File: config.mk
export PLATFORM = sky130hd
export DESIGN_NAME = serial_receive
export DESIGN_NICKNAME = d
export VERILOG_FILES = /design/src/rtl/serial_receive.sv
export SDC_FILE = /design/constraint.sdc
export NUM_CORES = 1
export LEC_CHECK = 0
export BUFFER_PORTS_ARGS = -buffer_cell sky130_fd_sc_hd__buf_2
export CORE_MARGIN = 1
export CORE_UTILIZATION = 33
export CTS_BUF_LIST = sky130_fd_sc_hd__clkbuf_16
export CTS_CLUSTER_DIAMETER = 60
export DETAILED_ROUTE_END_ITERATION = 10
export GPL_TIMING_DRIVEN = 0
export HOLD_SLACK_MARGIN = 0.03
export PLACE_DENSITY = 0.53
export RECOVER_POWER = 50
export SYNTH_ARGS = -nofsm -noshare
export SYNTH_HDL_FRONTEND = slang
export SYNTH_SLANG_ARGS = --single-unit
File: constraint.sdc
create_clock -name ref_clk -period 1.8 [get_ports ref_clk]
set_clock_uncertainty 0.2 [all_clocks]
set_input_delay 0 -clock ref_clk [delete_from_list [all_inputs] [get_ports ref_clk]]
set_output_delay 0 -clock ref_clk [all_outputs]
set_load 0.05 [all_outputs]
File: src/rtl/serial_receive.sv
// serial_receive: oversampling 8O1 frame receiver with parity/stop checks and a valid/ack hand-off
module serial_receive #(
  parameter int CLKS_PER_BIT = 16
) (
  input  logic       ref_clk,
  input  logic       reset,
  input  logic       serial_in,
  input  logic       rx_ack,
  output logic [7:0] data_out,
  output logic       rx_valid,
  output logic       parity_err,
  output logic       frame_err,
  output logic       overrun,
  output logic       rx_busy
);
  localparam int CW = $clog2(CLKS_PER_BIT);
  localparam logic [CW-1:0] MID = CW'(CLKS_PER_BIT / 2 - 1);
  localparam logic [CW-1:0] END = CW'(CLKS_PER_BIT - 1);
  typedef enum logic [2:0] {IDLE, START, DATA, PARITY, STOP} state_t;
  state_t state_q, state_d;
  logic sync1_q, sync2_q, prev_q;
  logic [CW-1:0] clk_cnt_q, clk_cnt_d;
  logic [2:0] bit_cnt_q, bit_cnt_d;
  logic [7:0] shift_q, shift_d, data_q, data_d;
  logic par_q, par_d, valid_q, valid_d, perr_q, perr_d, ferr_q, ferr_d, ovr_q, ovr_d;
  logic start_det, done;
  // prev_q resets low, so a line held low through reset never looks like a falling edge
  assign start_det = (state_q == IDLE) & prev_q & ~sync2_q;
  always_comb begin
    state_d = state_q;
    clk_cnt_d = clk_cnt_q + CW'(1);
    bit_cnt_d = bit_cnt_q;
    shift_d = shift_q;
    par_d = par_q;
    done = 1'b0;
    case (state_q)
      IDLE: begin
        clk_cnt_d = '0;
        state_d = start_det ? START : IDLE;
      end
      START: if (clk_cnt_q == MID) begin
        clk_cnt_d = '0;
        bit_cnt_d = '0;
        state_d = sync2_q ? IDLE : DATA;
      end
      DATA: if (clk_cnt_q == END) begin
        clk_cnt_d = '0;
        shift_d[bit_cnt_q] = sync2_q;
        bit_cnt_d = bit_cnt_q + 3'd1;
        state_d = (bit_cnt_q == 3'd7) ? PARITY : DATA;
      end
      PARITY: if (clk_cnt_q == END) begin
        clk_cnt_d = '0;
        par_d = sync2_q;
        state_d = STOP;
      end
      STOP: if (clk_cnt_q == END) begin
        clk_cnt_d = '0;
        done = 1'b1;
        state_d = IDLE;
      end
      default: state_d = IDLE;
    endcase
  end
  always_comb begin
    data_d = done ? shift_q : data_q;
    perr_d = done ? ~(^{shift_q, par_q}) : perr_q;
    ferr_d = done ? ~sync2_q : ferr_q;
    valid_d = done | (valid_q & ~rx_ack);
    ovr_d = done ? (valid_q & ~rx_ack) : (ovr_q & ~(valid_q & rx_ack));
  end
  always_ff @(posedge ref_clk) begin
    if (reset) begin
      state_q <= IDLE;
      {sync1_q, sync2_q, prev_q} <= '0;
      clk_cnt_q <= '0;
      bit_cnt_q <= '0;
      shift_q <= '0;
      par_q <= 1'b0;
      data_q <= '0;
      {valid_q, perr_q, ferr_q, ovr_q} <= '0;
    end else begin
      state_q <= state_d;
      {sync1_q, sync2_q, prev_q} <= {serial_in, sync1_q, sync2_q};
      clk_cnt_q <= clk_cnt_d;
      bit_cnt_q <= bit_cnt_d;
      shift_q <= shift_d;
      par_q <= par_d;
      data_q <= data_d;
      {valid_q, perr_q, ferr_q, ovr_q} <= {valid_d, perr_d, ferr_d, ovr_d};
    end
  end
  assign data_out = data_q;
  assign rx_valid = valid_q;
  assign parity_err = perr_q;
  assign frame_err = ferr_q;
  assign overrun = ovr_q;
  assign rx_busy = (state_q != IDLE) | start_det;
endmodule

---- Word level (Yosys, flattened, before mapping) ----
Cells that the tools add are included.
storage, ports and cells
  register bits after elaboration ......... 34
  bits in latches ......................... 0
  memory bits (writable) .................. 0
  bits in read-only memories .............. 0
  bits of input ports ..................... 4
  output and inout port bits .............. 13
  word-level logic and storage cells ...... 69
  memories ................................ 0
cells by class
  add/sub/neg operators ................... 2
  multiply operators ...................... 0
  div/mod/pow operators ................... 0
  $lt $le $gt $ge ......................... 2
  equality and inequality tests ........... 11
  shifts and indexed selects .............. 0
  muxes and demuxes ....................... 20
  bitwise operators ....................... 11
  reduce and logical (&&, ||, !) cells .... 10
operators with widths
  kind                                                                                 count
  3-bit 2-to-1 mux                                                                     6
  3-bit case mux with 5 select lines                                                   1
  4-bit case mux with 3 select lines                                                   1
  9-bit XOR reduction                                                                  1
  8-bit bitwise mux                                                                    1
  4-bit 2-to-1 mux                                                                     2
  2-bit inequality test, second input constant                                         4
  3-bit by 2-bit == test with 1-bit output, second input constant                      2
  3-bit == test, second input constant                                                 2
  1-bit 2-to-1 mux                                                                     6
  3-bit case mux with 2 select lines                                                   1
  1-bit AND                                                                            5
  4-bit by 1-bit adder with 4-bit output, second input constant                        1
  4-bit by 3-bit == test with 1-bit output, second input constant                      1
  4-bit == test, second input constant                                                 1
  3-bit by 4-bit less-than comparator with 1-bit output, second input constant         1
  1-bit inverter                                                                       4
  2-bit AND reduction                                                                  2
  4-bit AND reduction                                                                  1
  3-bit by 1-bit adder with 3-bit output, second input constant                        1
  1-bit demux with 3-bit select                                                        1
  3-bit by 1-bit == test with 1-bit output, second input constant                      1
  3-bit by 1-bit greater-or-equal comparator with 1-bit output, second input constant  1
  3-bit logical NOT                                                                    1
  other kinds (7)                                                                      8

---- Depth between registers and ports, before layout ----
  depth in word-level cells ............... 5
  mapped depth ............................ 7
  depth with buffers taken out ............ 5

---- Least setup slack after synthesis ----
No wires, ideal clock.
  path type ............................... register to output
  start ................................... register sync2_q
  end ..................................... output port rx_busy
  arrival time ............................ 1.605 ns
  required time ........................... 1.600 ns
  slack ................................... -0.005 ns
  cell stages (with the launch flop) ...... 3
  buffers on the path ..................... 1
  cells stage by stage .................... dfxtp_1 clkbuf_1 o21ai_0
on the way
  cells in the longest elaborated chain, start to end .. 3
ends and longest elaborated chain
  item                    RTL line  RTL
  start, declared         21        logic sync1_q, sync2_q, prev_q;
  start signal, assigned  84        {sync1_q, sync2_q, prev_q} <= {serial_in, sync1_q, sync2_q};
  1-bit inverter          28        assign start_det = (state_q == IDLE) & prev_q & ~sync2_q;
  1-bit AND               28
  1-bit bitwise OR        98        assign rx_busy = (state_q != IDLE) | start_det;
  end, declared           14        output logic rx_busy
Every way passes these cells.

---- Final worst setup path ----
  start ................................... register clk_cnt_q[0]
  end ..................................... register data_q[7] (netlist: data_out[7])
on the way
  cells in the longest elaborated chain, start to end .. 3
ends and longest elaborated chain
  item                    RTL line  RTL
  start, declared         22        logic [CW-1:0] clk_cnt_q, clk_cnt_d;
  start signal, assigned  85        clk_cnt_q <= clk_cnt_d;
  4-bit == test           57        STOP: if (clk_cnt_q == END) begin
  1-bit 2-to-1 mux        57
  1-bit 2-to-1 mux        36        case (state_q)
  end signal, assigned    89        data_q <= data_d;
  end, declared           24        logic [7:0] shift_q, shift_d, data_q, data_d;
Every way passes these cells.
A chain may end at the register's enable or synchronous reset.

==> metrics.cfg <==
[critical_path]
crit_chain=ha_4 > nand4b_4 > nor3b_4 > buf_6 > buf_12 > mux2i_2 > nor2_1
worst_ep_required_time_ns=1.75
cp.arrival_ns=1.68
critPathKind=reg -> reg
start_kind=register
path_buf_inv=2
critPathMaxFanout=5
path_delay_family=simple AND/OR/NAND/NOR gates
slowest_delay_ns=0.35
slowest_stage=dfxtp_2
end_kind=register

[layout]
multiInputGateArea_um2=906
fin_cells=250
drive_above_1_share_pct=20.7
fillers=423
diodes=0
seq_area_um2=684
num-nets-final=204
syn_to_final_growth_pct=30.8

[global_routing]
antenna_found_initial=0
grt_pass1_wl_mm=6.13
grt_max_degree=11
overflow=0
grt.total_usage_pct=16.0
first_global_vias=1269

[detailed_routing]
drt-initial-drc-count=49
drt-pass1-iter-count=4
drc=0
vias_per_cell=5.09
ant_nets=0
vias=1273
route.detailed.wl_per_inst_um=14.3
drt_wl_total_mm=3.58

[yosys]
syn_avg_cell_area_um2=9.55
synthFlopType=dfxtp_1
ys_warn_count=0
ys_ff_latch=34
synth_top_cell_area_share_pct=42.9
ys_async_sr_fraction_pct=0
yosysTopAreaCell=dfxtp_1
ys_types=33
syn_area_mm2=0.00159
yosysMostFrequentCell=dfxtp_1
synthTopCellsByArea=dfxtp_1 43%, mux2i_1 11%, nor2_1 6.2%
synth_edf_count=0
seq_area_frac_synth_pct=42.9
synthTopCellsByCount=34 x dfxtp_1, 26 x nor2_1, 17 x mux2i_1
synthCells=166
syn_nets=173

[floorplanning]
die_height_um=71.3
dieArea_mm2=0.00509
core_mm2=0.00447
ios=17
die_x_um=71.3
start_util_pct=35.4
rows=24

[pwr]
switchingPower_w=0.000336
switching_share_pct=20.8
p_leak_nw=0.738
power_frac_clock_pct=49.8
ir_drop_mv=0.487
power_frac_comb_pct=3.1
seq_power_share_pct=47.1
internal_power_w=0.00128
power.density_mw_per_mm2=777

[clock_tree]
path_clk_slew_ns=0.05
clkLatencyLatePin_ns=0.28
clockBufferDepth=2
cts_root_buffer=clkbuf_16
cts_tree=yes
numCtsBuffers=5
h-tree-depth=2
cts_sinks=34

[timing]
finalSetupViolations=0
fmax_mhz=577
worstMarginPinSlew_ns=0.597
final_hold_viol_count=0
tns_ns=0
relSlewSlack_pct=60.2
rsz0062_at_grt=true
finalCritPeriodShare_pct=96.4
period_minus_slack_ns=1.73
holdWs_ns=0.237
slew_viol_final=0

[placed_design]
place_inst=233
gp_congestion=0.765
io_buffers=15
post-dp-hpwl_mm=2.34

[hold_path]
hold_path.class=reg -> reg

[job]
drv_cap=0

[run_status]
status=complete, no violations

-- power groups by stage --
stage	Combinational, W	Sequential, W	Clock, W
6_report	0.0000503	0.000759	0.000802
5_1_grt	0.0000549	0.000759	0.000859
4_1_cts	0.0000503	0.000759	0.000821
3_5_place_dp	0.0000428	0.000775	0
3_3_place_gp	0.0000415	0.000775	0
2_1_floorplan	0.0000302	0.000774	0
-- what timing repair did --
action | 4_1_cts | 5_1_grt
gates resized for setup | 24 | 5
setup endpoints to repair | 19 | 26
buffers inserted | 6 | 0
hold buffers | 4 | 0
pin swaps | 3 | 4
endpoints found under the hold margin | 6 | 0
-- final cells by class --
type	instances	share of cell area (%)
Clock inverter	3	0.603
Inverter	5	0.905
Clock buffer	5	6.03
Timing Repair Buffer	25	7.79
Tap cell	52	3.14
Buffer	13	4.83
Multi-Input combinational cell	113	43.7
Sequential cell	34	33.0
-- sequential cells by signal, indices dropped and copies added, names as in the netlist --
signal      count
bit_cnt_q       3
clk_cnt_q       4
data_out        8
frame_err       1
overrun         1
par_q           1
parity_err      1
prev_q          1
rx_valid        1
shift_q         8
state_q         3
sync1_q         1
sync2_q         1
-- layer usage --
layer	vias to the layer above	part of all wire, %	global-route usage [%]
met5	-	0	0
met4	0	2.4	8.44
met3	8	2.7	4.22
met2	16	49	26.3
met1	610	45	19.2
li1	639	-	-
-- cell families (layout without fill, tap and decap cells) --
group	Yosys count	after routing	share of synthesized area, %
AND/OR/NAND/NOR	65	65	23.0
flip-flops	34	34	42.9
buffers and inverters	19	51	6.95
AO/OA/AOI/OAI	18	18	7.66
multiplexers	17	17	10.7
XOR/XNOR	10	10	6.39
adder cells (fa/ha/maj)	3	3	2.37
-- through the flow --
stage | worst slack, ns | util, % | area (um2) | total power [W]
2_1_floorplan | 0.00195 | - | 1590 | 0.000805
3_3_place_gp | -0.186 | 38.6 | 1730 | 0.000816
3_5_place_dp | -0.213 | 38.6 | 1730 | 0.000818
4_1_cts | -0.0348 | 46.7 | 2090 | 0.00163
5_1_grt | -0.0344 | 46.3 | 2070 | 0.00167
6_report | 0.0655 | 46.3 | 2070 | 0.00161
-- cells in the final DEF (no fill, tap or decap), types with 2 or more instances in the layout --
cell type      Yosys  final
nand3_1            5      5
nor3_1             3      3
nor2_1            26     26
nor2b_1            2      2
ha_1               3      2
nor4_2             0      2
mux2i_1           17     16
nor4_4             0      6
nor4_1            10      2
inv_1              5      6
nand2b_1           5      5
a211oi_1           3      3
nand2_1            4      4
clkbuf_1           5     17
o21ai_0            3      2
clkbuf_16          0      5
nand3b_1           3      3
buf_12             0      2
xor2_1             2      2
buf_6              4      4
a31oi_1            2      2
buf_2              4      4
a21oi_1            7      7
xnor2_1            7      7
dfxtp_1           34     31
buf_4              1      6
dfxtp_2            0      3
dlygate4sd3_1      0      4
-- worst reg2reg max path, cell delays in order, from the launching register on --
cell	delay [ns]
dfxtp_2	0.35
ha_4	0.16
nand4b_4	0.14
nor3b_4	0.25
buf_6	0.15
buf_12	0.11
mux2i_2	0.20
nor2_1	0.06
-- worst paths after layout --
check        slack, ns         start           to  cells after the start
min reg2reg       0.24       sync1_q      sync2_q                      1
max               0.07  clk_cnt_q[0]  data_out[7]                      7
max reg2reg       0.07  clk_cnt_q[0]  data_out[7]                      7
min               0.24       sync1_q      sync2_q                      1
Note: power is estimated with default switching activity, not from simulation.
